--- config.mk ---
export PLATFORM = sky130hd
export DESIGN_NAME = qpsk_mod_flat
export DESIGN_NICKNAME = d
export VERILOG_FILES = /design/src/rtl/qpsk_mod_if.sv /design/src/rtl/qpsk_mod.sv /design/src/flat_wrapper.sv
export SDC_FILE = /design/constraint.sdc
export NUM_CORES = 1
export LEC_CHECK = 0
export BUFFER_PORTS_ARGS = -buffer_cell sky130_fd_sc_hd__clkbuf_2
export CAP_MARGIN = 20
export CORE_MARGIN = 5
export CORE_UTILIZATION = 63
export CTS_CLUSTER_SIZE = 25
export DETAILED_ROUTE_END_ITERATION = 8
export HOLD_SLACK_MARGIN = 0.08
export PLACE_DENSITY_LB_ADDON = 0.3
export SLEW_MARGIN = 20
export SYNTH_ARGS = -nofsm -noshare
export SYNTH_HDL_FRONTEND = slang
export SYNTH_SLANG_ARGS = --single-unit
--- constraint.sdc ---
create_clock -name clk -period 5.3 [get_ports clk]
set_clock_uncertainty 0.1 [all_clocks]
set_input_delay 1.06 -clock clk [delete_from_list [all_inputs] [get_ports clk]]
set_output_delay 1.06 -clock clk [all_outputs]
set_load 0.05 [all_outputs]
--- src/rtl/qpsk_mod_if.sv ---
// Symbol/control and sample-stream bundle for the QPSK modulator.
// The master drives the symbol rails and run enable; the slave returns samples.
interface qpsk_mod_if #(
  parameter int OUT_W = 10
);
  logic                    mod_en;
  logic [1:0]              I;
  logic [1:0]              Q;
  logic signed [OUT_W-1:0] mod_out;
  logic                    carrier_sync;

  modport master (output mod_en, I, Q, input mod_out, carrier_sync);
  modport slave  (input mod_en, I, Q, output mod_out, carrier_sync);
endinterface

--- src/rtl/qpsk_mod.sv ---
// QPSK modulator: DDS carrier with quarter-wave sine ROM, three-stage pipeline
// producing mod_out = I*cos(wt) + Q*sin(wt) plus a phase-zero sync pulse.
module qpsk_mod #(
  parameter logic [31:0] FREQ_WORD = 32'd4294967,
  parameter int          AMP_W     = 8,
  parameter int          OUT_W     = 10
) (
  input  logic      clk,
  input  logic      rst_n,
  qpsk_mod_if.slave bus
);

  // round(127*sin(2*pi*k/256)), k = 0..64
  localparam logic [6:0] SINE_ROM [0:64] = '{
    7'd0,   7'd3,   7'd6,   7'd9,   7'd12,  7'd16,  7'd19,  7'd22,
    7'd25,  7'd28,  7'd31,  7'd34,  7'd37,  7'd40,  7'd43,  7'd46,
    7'd49,  7'd51,  7'd54,  7'd57,  7'd60,  7'd63,  7'd65,  7'd68,
    7'd71,  7'd73,  7'd76,  7'd78,  7'd81,  7'd83,  7'd85,  7'd88,
    7'd90,  7'd92,  7'd94,  7'd96,  7'd98,  7'd100, 7'd102, 7'd104,
    7'd106, 7'd107, 7'd109, 7'd111, 7'd112, 7'd113, 7'd115, 7'd116,
    7'd117, 7'd118, 7'd120, 7'd121, 7'd122, 7'd122, 7'd123, 7'd124,
    7'd125, 7'd125, 7'd126, 7'd126, 7'd126, 7'd127, 7'd127, 7'd127,
    7'd127
  };

  function automatic logic signed [AMP_W-1:0] wave(input logic [7:0] ph);
    logic [6:0]              idx;
    logic signed [AMP_W-1:0] mag;
    idx = ph[6] ? (7'd64 - {1'b0, ph[5:0]}) : {1'b0, ph[5:0]};
    mag = '0;
    mag[6:0] = SINE_ROM[idx];
    return ph[7] ? -mag : mag;
  endfunction

  logic [31:0]             phase_acc;
  logic [7:0]              p;
  logic [7:0]              p_cos;
  logic signed [AMP_W-1:0] sin_r, cos_r;
  logic                    i_s, q_s;
  logic signed [OUT_W-1:0] sin_x, cos_x;
  logic signed [OUT_W-1:0] prod_i, prod_q;
  logic signed [OUT_W-1:0] mod_out_r;
  logic                    sync1, sync2, sync3;

  assign p     = phase_acc[31:24];
  assign p_cos = p + 8'd64;
  assign sin_x = {{(OUT_W-AMP_W){sin_r[AMP_W-1]}}, sin_r};
  assign cos_x = {{(OUT_W-AMP_W){cos_r[AMP_W-1]}}, cos_r};

  // Dropping mod_en is a phase reset only; the pipeline keeps draining.
  always_ff @(posedge clk or negedge rst_n) begin
    if (!rst_n) begin
      phase_acc <= '0;
    end else if (!bus.mod_en) begin
      phase_acc <= '0;
    end else begin
      phase_acc <= phase_acc + FREQ_WORD;
    end
  end

  always_ff @(posedge clk or negedge rst_n) begin
    if (!rst_n) begin
      sin_r     <= '0;
      cos_r     <= '0;
      i_s       <= 1'b0;
      q_s       <= 1'b0;
      sync1     <= 1'b0;
      prod_i    <= '0;
      prod_q    <= '0;
      sync2     <= 1'b0;
      mod_out_r <= '0;
      sync3     <= 1'b0;
    end else begin
      sin_r     <= wave(p);
      cos_r     <= wave(p_cos);
      i_s       <= bus.I[1];
      q_s       <= bus.Q[1];
      sync1     <= (p == 8'd0);
      prod_i    <= i_s ? -cos_x : cos_x;
      prod_q    <= q_s ? -sin_x : sin_x;
      sync2     <= sync1;
      mod_out_r <= prod_i + prod_q;
      sync3     <= sync2;
    end
  end

  assign bus.mod_out      = mod_out_r;
  assign bus.carrier_sync = sync3;

endmodule
--- src/flat_wrapper.sv ---
// flat-port wrapper written by rule: the top's interface ports become plain ports
module qpsk_mod_flat 
#(
  parameter logic [31:0] FREQ_WORD = 32'd4294967,
  parameter int          AMP_W     = 8,
  parameter int          OUT_W     = 10
)
  (clk, rst_n, bus_mod_en, bus_I, bus_Q, bus_mod_out, bus_carrier_sync);
  qpsk_mod_if #(.OUT_W(OUT_W)) bus_i ();
  input  logic clk;
  input  logic rst_n;
  input wire logic [$bits(bus_i.mod_en)-1:0] bus_mod_en;
  input wire logic [$bits(bus_i.I)-1:0] bus_I;
  input wire logic [$bits(bus_i.Q)-1:0] bus_Q;
  output wire logic [$bits(bus_i.mod_out)-1:0] bus_mod_out;
  output wire logic [$bits(bus_i.carrier_sync)-1:0] bus_carrier_sync;
  assign bus_i.mod_en = bus_mod_en;
  assign bus_i.I = bus_I;
  assign bus_i.Q = bus_Q;
  assign bus_mod_out = bus_i.mod_out;
  assign bus_carrier_sync = bus_i.carrier_sync;
  qpsk_mod #(.FREQ_WORD(FREQ_WORD), .AMP_W(AMP_W), .OUT_W(OUT_W)) u_core (.clk(clk), .rst_n(rst_n), .bus(bus_i));
endmodule
# Word-level counts from Yosys, hierarchy flattened
# Memory sizes are Yosys's and may differ from the RTL's.
# Cells that the tools add are included.
# op_classes
n_addsub,9
multipliers,0
div_mod_pow,0
magnitude_cmp,2
n_eq_ne,0
shift,0
muxes,11
n_bitwise,2
n_reduce_logical,1
# ops
operator,count
two-way mux 7 bit,6
"adder 32 x 23 -> 32 bit, second input constant",1
two-way mux 32 bit,1
two-way mux 10 bit,2
negator 8 -> 10 bit,2
">= comparator 8 bit, second input constant",2
two-way mux 8 bit,2
negator 7 -> 8 bit,2
inverter 7 -> 8 bit,2
"subtractor 7 x 6 -> 7 bit, first input constant",2
adder 10 bit,1
"adder 8 x 7 -> 8 bit, second input constant",1
logical NOT 8 bit,1
# word_totals
register_bits,83
latch_bits,0
ram_bits,0
mem_bits_ro,1792
in_bits,7
out_inout_bits,11
mem_count,2
# mem_list
name,words,word_bits,rd,rd_clocked_by_memory_dff,write_ports,line,source
(no name shown),128,7,1,0,0,qpsk_mod.sv:31,mag[6:0] = SINE_ROM[idx];
(no name shown),128,7,1,0,0,qpsk_mod.sv:31,

# Longest topological paths before layout
# depth
word_depth,9
mapped_depth,17
mapped_depth_nobuf,16

# Least setup slack after synthesis
# OpenSTA, ideal clock, no wires.
# synth_path
path_type,register to register
startpoint,register u_core.phase_acc[24]
endpoint,register u_core.sin_r[6]
setup_ns,0.131
arrival_time_ns,3.908
setup_slack_ns,1.161
path_stages_with_launch,18
period_less_slack_ns,4.139
cell_sequence,dfrtp_1 clkbuf_1 inv_1 ha_1 mux2i_2 inv_1 ha_1 inv_1 a2111oi_0 a211oi_1 o32ai_1 nor3_1 nor2_1 inv_1 ha_1 nand2_1 nor3_1 or3_1
# synth_between
elab_chain_len,8
# synth_lines
element,line,source
"start, declared",qpsk_mod.sv:35,logic [31:0] phase_acc;
"start signal, assigned",qpsk_mod.sv:57,phase_acc <= phase_acc + FREQ_WORD;
subtractor 7 x 6 -> 7 bit,qpsk_mod.sv:29,"idx = ph[6] ? (7'd64 - {1'b0, ph[5:0]}) : {1'b0, ph[5:0]};"
two-way mux 7 bit *,qpsk_mod.sv:29,
inverter 7 -> 8 bit (not written as such) *,qpsk_mod.sv:31,
memory (128 x 7 bit) *,n/a,
two-way mux 7 bit (not written as such) * (2 in series),qpsk_mod.sv:31,
negator 7 -> 8 bit,qpsk_mod.sv:32,return ph[7] ? -mag : mag;
two-way mux 8 bit *,qpsk_mod.sv:32,
"end signal, assigned",qpsk_mod.sv:74,sin_r <= wave(p);
"end, declared",qpsk_mod.sv:38,"logic signed [AMP_W-1:0] sin_r, cos_r;"
# Every way passes the cells marked *; elsewhere a longest branch is shown, timed or not. The select of a mux whose other input is x is not followed.

# Worst setup path after layout
# Same ends and word-level chain as after synthesis.

==> out/qor.yml <==
floorplan.initialDensity_pct: 64.16
synth_edf_count: 0
avgRoutedWirePerCell_microns: 16.31
cts-root-to-sink-buffers: 2
status: "finished clean"
area_occupied_by_registers_sq_um: 2077
power.share.switching_pct: 29.77
firstDrtPassIters: 5
io_buffer_count: 15
final-max-slew-violation-count: 0
min-delay-start: "u_core.sync1"
startpoint_type: "flop"
placeableCoreArea_sq_um: 9153
number_of_nets_in_the_synthesized_netlist: 696
combinationalPowerShare_pct: 20.6
vdd.ir_drop.worst_mv: 0.1409
max_slew_margin_pct: 39.68
p_leak_nw: 2.670
num_antenna_cells: 0
cts_tree: "done"
finalWorstPathRequiredPeriod_ps: 3951
grt_max_degree: 84
total_negative_slack_for_setup_checks_ps: 0
period_share_pct: 74.56
crit-reg2reg-launch: "u_core.phase_acc[24]"
areaGrowthSynthToFinish_pct: 5.689
floorplan.die_area_sq_um: 11350
transition_at_the_pin_with_the_smallest_max_transition_slack_ps: 900.9
via_count: 4906
power.switching_mw: 0.4514
critical_path.endpoint_type: "flop"
worstHoldPathCells: 0
post_route_cells_drive_above_1_share_pct: 10.17
syn_area_sq_um: 5872
synth_commonest_cells: "83 x sky130_fd_sc_hd__dfrtp_1, 49 x sky130_fd_sc_hd__nand2_1, 48 x sky130_fd_sc_hd__nor2_1"
total_length_of_routed_wires_mm: 12.56
final_hold_viol_count: 0
grt_usage_pct: 22.99
rsz0062_at_grt: "false"
worst-r2r-setup-slack_ps: 1350
critical_path_required_ps: 5410
crit_arrival_ps: 4060
antenna_violating_nets_post_route: 0
cts_buffers: 9
critPathKind: "flop to flop"
power_report.internal_total_mw: 1.065
postSynthAreaPerCell_sq_um: 8.965
ctsHtreeMaxLevel: 3
seq_area_frac_synth_pct: 35.37
hpwl_mm: 8.815
clock_latency_ps: 340
fraction_of_registers_with_async_set_or_reset_after_synthesis_pct: 100.0
cts_sinks: 83
wire_length_of_the_first_global_routing_pass_mm: 21.49
worstHoldEndpoint: "u_core.sync2"
detail_route.vias_per_cell: 6.371
cts.hold.buffers_added: 0
pwr-share-clk_pct: 31.6
ys_seq_elements: 83
synthTopCellsByArea: "sky130_fd_sc_hd__dfrtp_1 35%, sky130_fd_sc_hd__ha_1 7.0%, sky130_fd_sc_hd__xnor2_1 5.2%, sky130_fd_sc_hd__o21ai_0 3.8%, sky130_fd_sc_hd__a21oi_1 3.3%"
maxClockFrequency_ghz: 0.2531
post-cts-setup-buffer-count: 0
filler_cell_count: 713
rr_worst_depth: 11
p_per_area_nw_per_um2: 244.4
synthesis.instances: 655
synth.distinct_cells: 79
cts-root-buf: "sky130_fd_sc_hd__clkbuf_8"
area_used_by_multi_input_combinational_logic_sq_um: 3495
hp-class: "flop to flop"
grt_overflow_total: 0
critPathMaxFanout: 16
fp.dieW_microns: 106.5
utilization_pct: 67.81
dominant_register_cell_in_the_synthesized_netlist: "sky130_fd_sc_hd__dfrtp_1"
floorplan.die.height_microns: 106.5
fin_nets: 696
seq_power_share_pct: 47.8
floorplan.rows: 35
place.gp.congestion: 0.9094
antenna_found_initial: 0
synth_area_leader_cell: "sky130_fd_sc_hd__dfrtp_1"
drt_iter0_drc: 387
timing.rr.end: "u_core.sin_r[6]"
clk_transition_reported_paths_ps: 80
synth_most_common_cell: "sky130_fd_sc_hd__dfrtp_1"
timing.max_cap.violations: 0
first_global_vias: 4673
postCtsResizedCells: 0
synth_top_cell_area_share_pct: 35.37
remaining_drc_errors: 0
yosys_warnings: 0
io_pins: 18
setup_violations: 0
[power groups by stage]
stage / registers (mW) / logic, mW / clock network (mW)
after floorplan: 0.784 / 0.185 / 0
after global placement: 0.734 / 0.296 / 0
after detailed placement: 0.737 / 0.309 / 0
after CTS: 0.725 / 0.313 / 0.493
after global routing: 0.732 / 0.345 / 0.520
final: 0.725 / 0.312 / 0.480
[layout make-up]
class	count	share of cell area, %
inverters	35	2.117
clock buffers	10	2.218
repair buffers	24	2.399
multi-input cells	502	56.31
flip-flops and latches	83	33.47
well taps	111	2.238
clock inverters	5	1.250
[placed cells by master, fill, tap and decap left out, types with 4 or more instances in the layout]
cell type / n
sky130_fd_sc_hd__or3_1: 10
sky130_fd_sc_hd__o21ai_0: 45
sky130_fd_sc_hd__o2bb2ai_1: 4
sky130_fd_sc_hd__clkbuf_8: 10
sky130_fd_sc_hd__o21bai_1: 4
sky130_fd_sc_hd__a211oi_4: 4
sky130_fd_sc_hd__o31ai_1: 9
sky130_fd_sc_hd__a211o_1: 8
sky130_fd_sc_hd__nor3_1: 22
sky130_fd_sc_hd__nand4_1: 4
sky130_fd_sc_hd__dfrtp_1: 83
sky130_fd_sc_hd__or4_1: 6
sky130_fd_sc_hd__nor4_1: 5
sky130_fd_sc_hd__clkbuf_2: 14
sky130_fd_sc_hd__nor2b_1: 7
sky130_fd_sc_hd__o41ai_1: 5
sky130_fd_sc_hd__nand2b_1: 18
sky130_fd_sc_hd__nand2_1: 49
sky130_fd_sc_hd__nor3b_1: 4
sky130_fd_sc_hd__a21oi_1: 39
sky130_fd_sc_hd__inv_1: 34
sky130_fd_sc_hd__xnor2_1: 35
sky130_fd_sc_hd__nor2_1: 48
sky130_fd_sc_hd__a2111oi_0: 4
sky130_fd_sc_hd__a31oi_1: 10
sky130_fd_sc_hd__nand3_1: 25
sky130_fd_sc_hd__and3_1: 6
sky130_fd_sc_hd__o311ai_0: 5
sky130_fd_sc_hd__buf_4: 9
sky130_fd_sc_hd__xor2_1: 15
sky130_fd_sc_hd__and2_1: 5
sky130_fd_sc_hd__a21o_1: 4
sky130_fd_sc_hd__a211oi_1: 10
sky130_fd_sc_hd__ha_1: 33
[layer usage]
metal  global-route usage (%)  up-vias  part of all wire [%]
met4                    8.128        0                   1.3
met2                    39.73      164                    50
li1                         -     2368                     -
met5                        0        -                     0
met1                    29.71     2358                    44
met3                    2.914       16                   5.0
[critical path, cell delays in order, from the launching register on]
cell                        delay [ps]
sky130_fd_sc_hd__dfrtp_1           380
sky130_fd_sc_hd__inv_1              60
sky130_fd_sc_hd__buf_4             190
sky130_fd_sc_hd__ha_1              490
sky130_fd_sc_hd__or3b_4            470
sky130_fd_sc_hd__a211o_1           450
sky130_fd_sc_hd__a31oi_1           230
sky130_fd_sc_hd__a221oi_1          140
sky130_fd_sc_hd__a2111oi_4         500
sky130_fd_sc_hd__o211ai_2          200
sky130_fd_sc_hd__o2111a_1          270
sky130_fd_sc_hd__or3_1             320
[cell families (layout without fill, tap and decap cells)]
family | Yosys count | after routing | share of synthesized area (%)
flip-flops | 83 | 83 | 35.37
multiplexers | 5 | 5 | 1.172
XOR/XNOR | 51 | 51 | 7.735
adder cells (fa/ha/maj) | 35 | 35 | 7.543
buffers and inverters | 70 | 74 | 5.114
AO/OA/AOI/OAI | 190 | 190 | 23.65
AND/OR/NAND/NOR | 221 | 221 | 19.41
[through the flow]
| stage | hold slack, ps | total power, mW | cell area, sq um | instances | worst slack (ps) |
|---|---|---|---|---|---|
| 2_1_floorplan | 231.2 | 0.9695 | 5872 | 655 | 1161 |
| 4_1_cts | 276.4 | 1.531 | 6202 | 770 | 1413 |
| 6_report | 267.6 | 1.516 | 6206 | 770 | 1349 |
| 3_3_place_gp | 232.4 | 1.031 | 5987 | 755 | 1512 |
| 5_1_grt | 278.6 | 1.597 | 6206 | 770 | 978.9 |
| 3_5_place_dp | 251.5 | 1.046 | 5987 | 755 | 1445 |
[state kept, by name, indices dropped and copies added (netlist names)]
name / flops
u_core.bus.carrier_sync: 1
u_core.sync1: 1
u_core.prod_q: 10
u_core.cos_r: 8
u_core.i_s: 1
u_core.phase_acc: 32
u_core.bus.mod_out: 10
u_core.q_s: 1
u_core.sync2: 1
u_core.prod_i: 10
u_core.sin_r: 8
[worst max-delay path by stage]
| stage | end | depth (start not counted) | slack (ps) | from |
|---|---|---|---|---|
| floorplan | u_core.sin_r[6] | 17 | 1160 | u_core.phase_acc[24] |
| global placement | u_core.sin_r[6] | 11 | 1510 | u_core.phase_acc[24] |
| detailed placement | u_core.sin_r[6] | 11 | 1450 | u_core.phase_acc[24] |
| CTS | u_core.sin_r[6] | 11 | 1410 | u_core.phase_acc[24] |
| global route | u_core.sin_r[6] | 17 | 980 | u_core.phase_acc[25] |
| finish | u_core.sin_r[6] | 11 | 1350 | u_core.phase_acc[24] |
No activity file was read; power rests on OpenSTA's default activity.
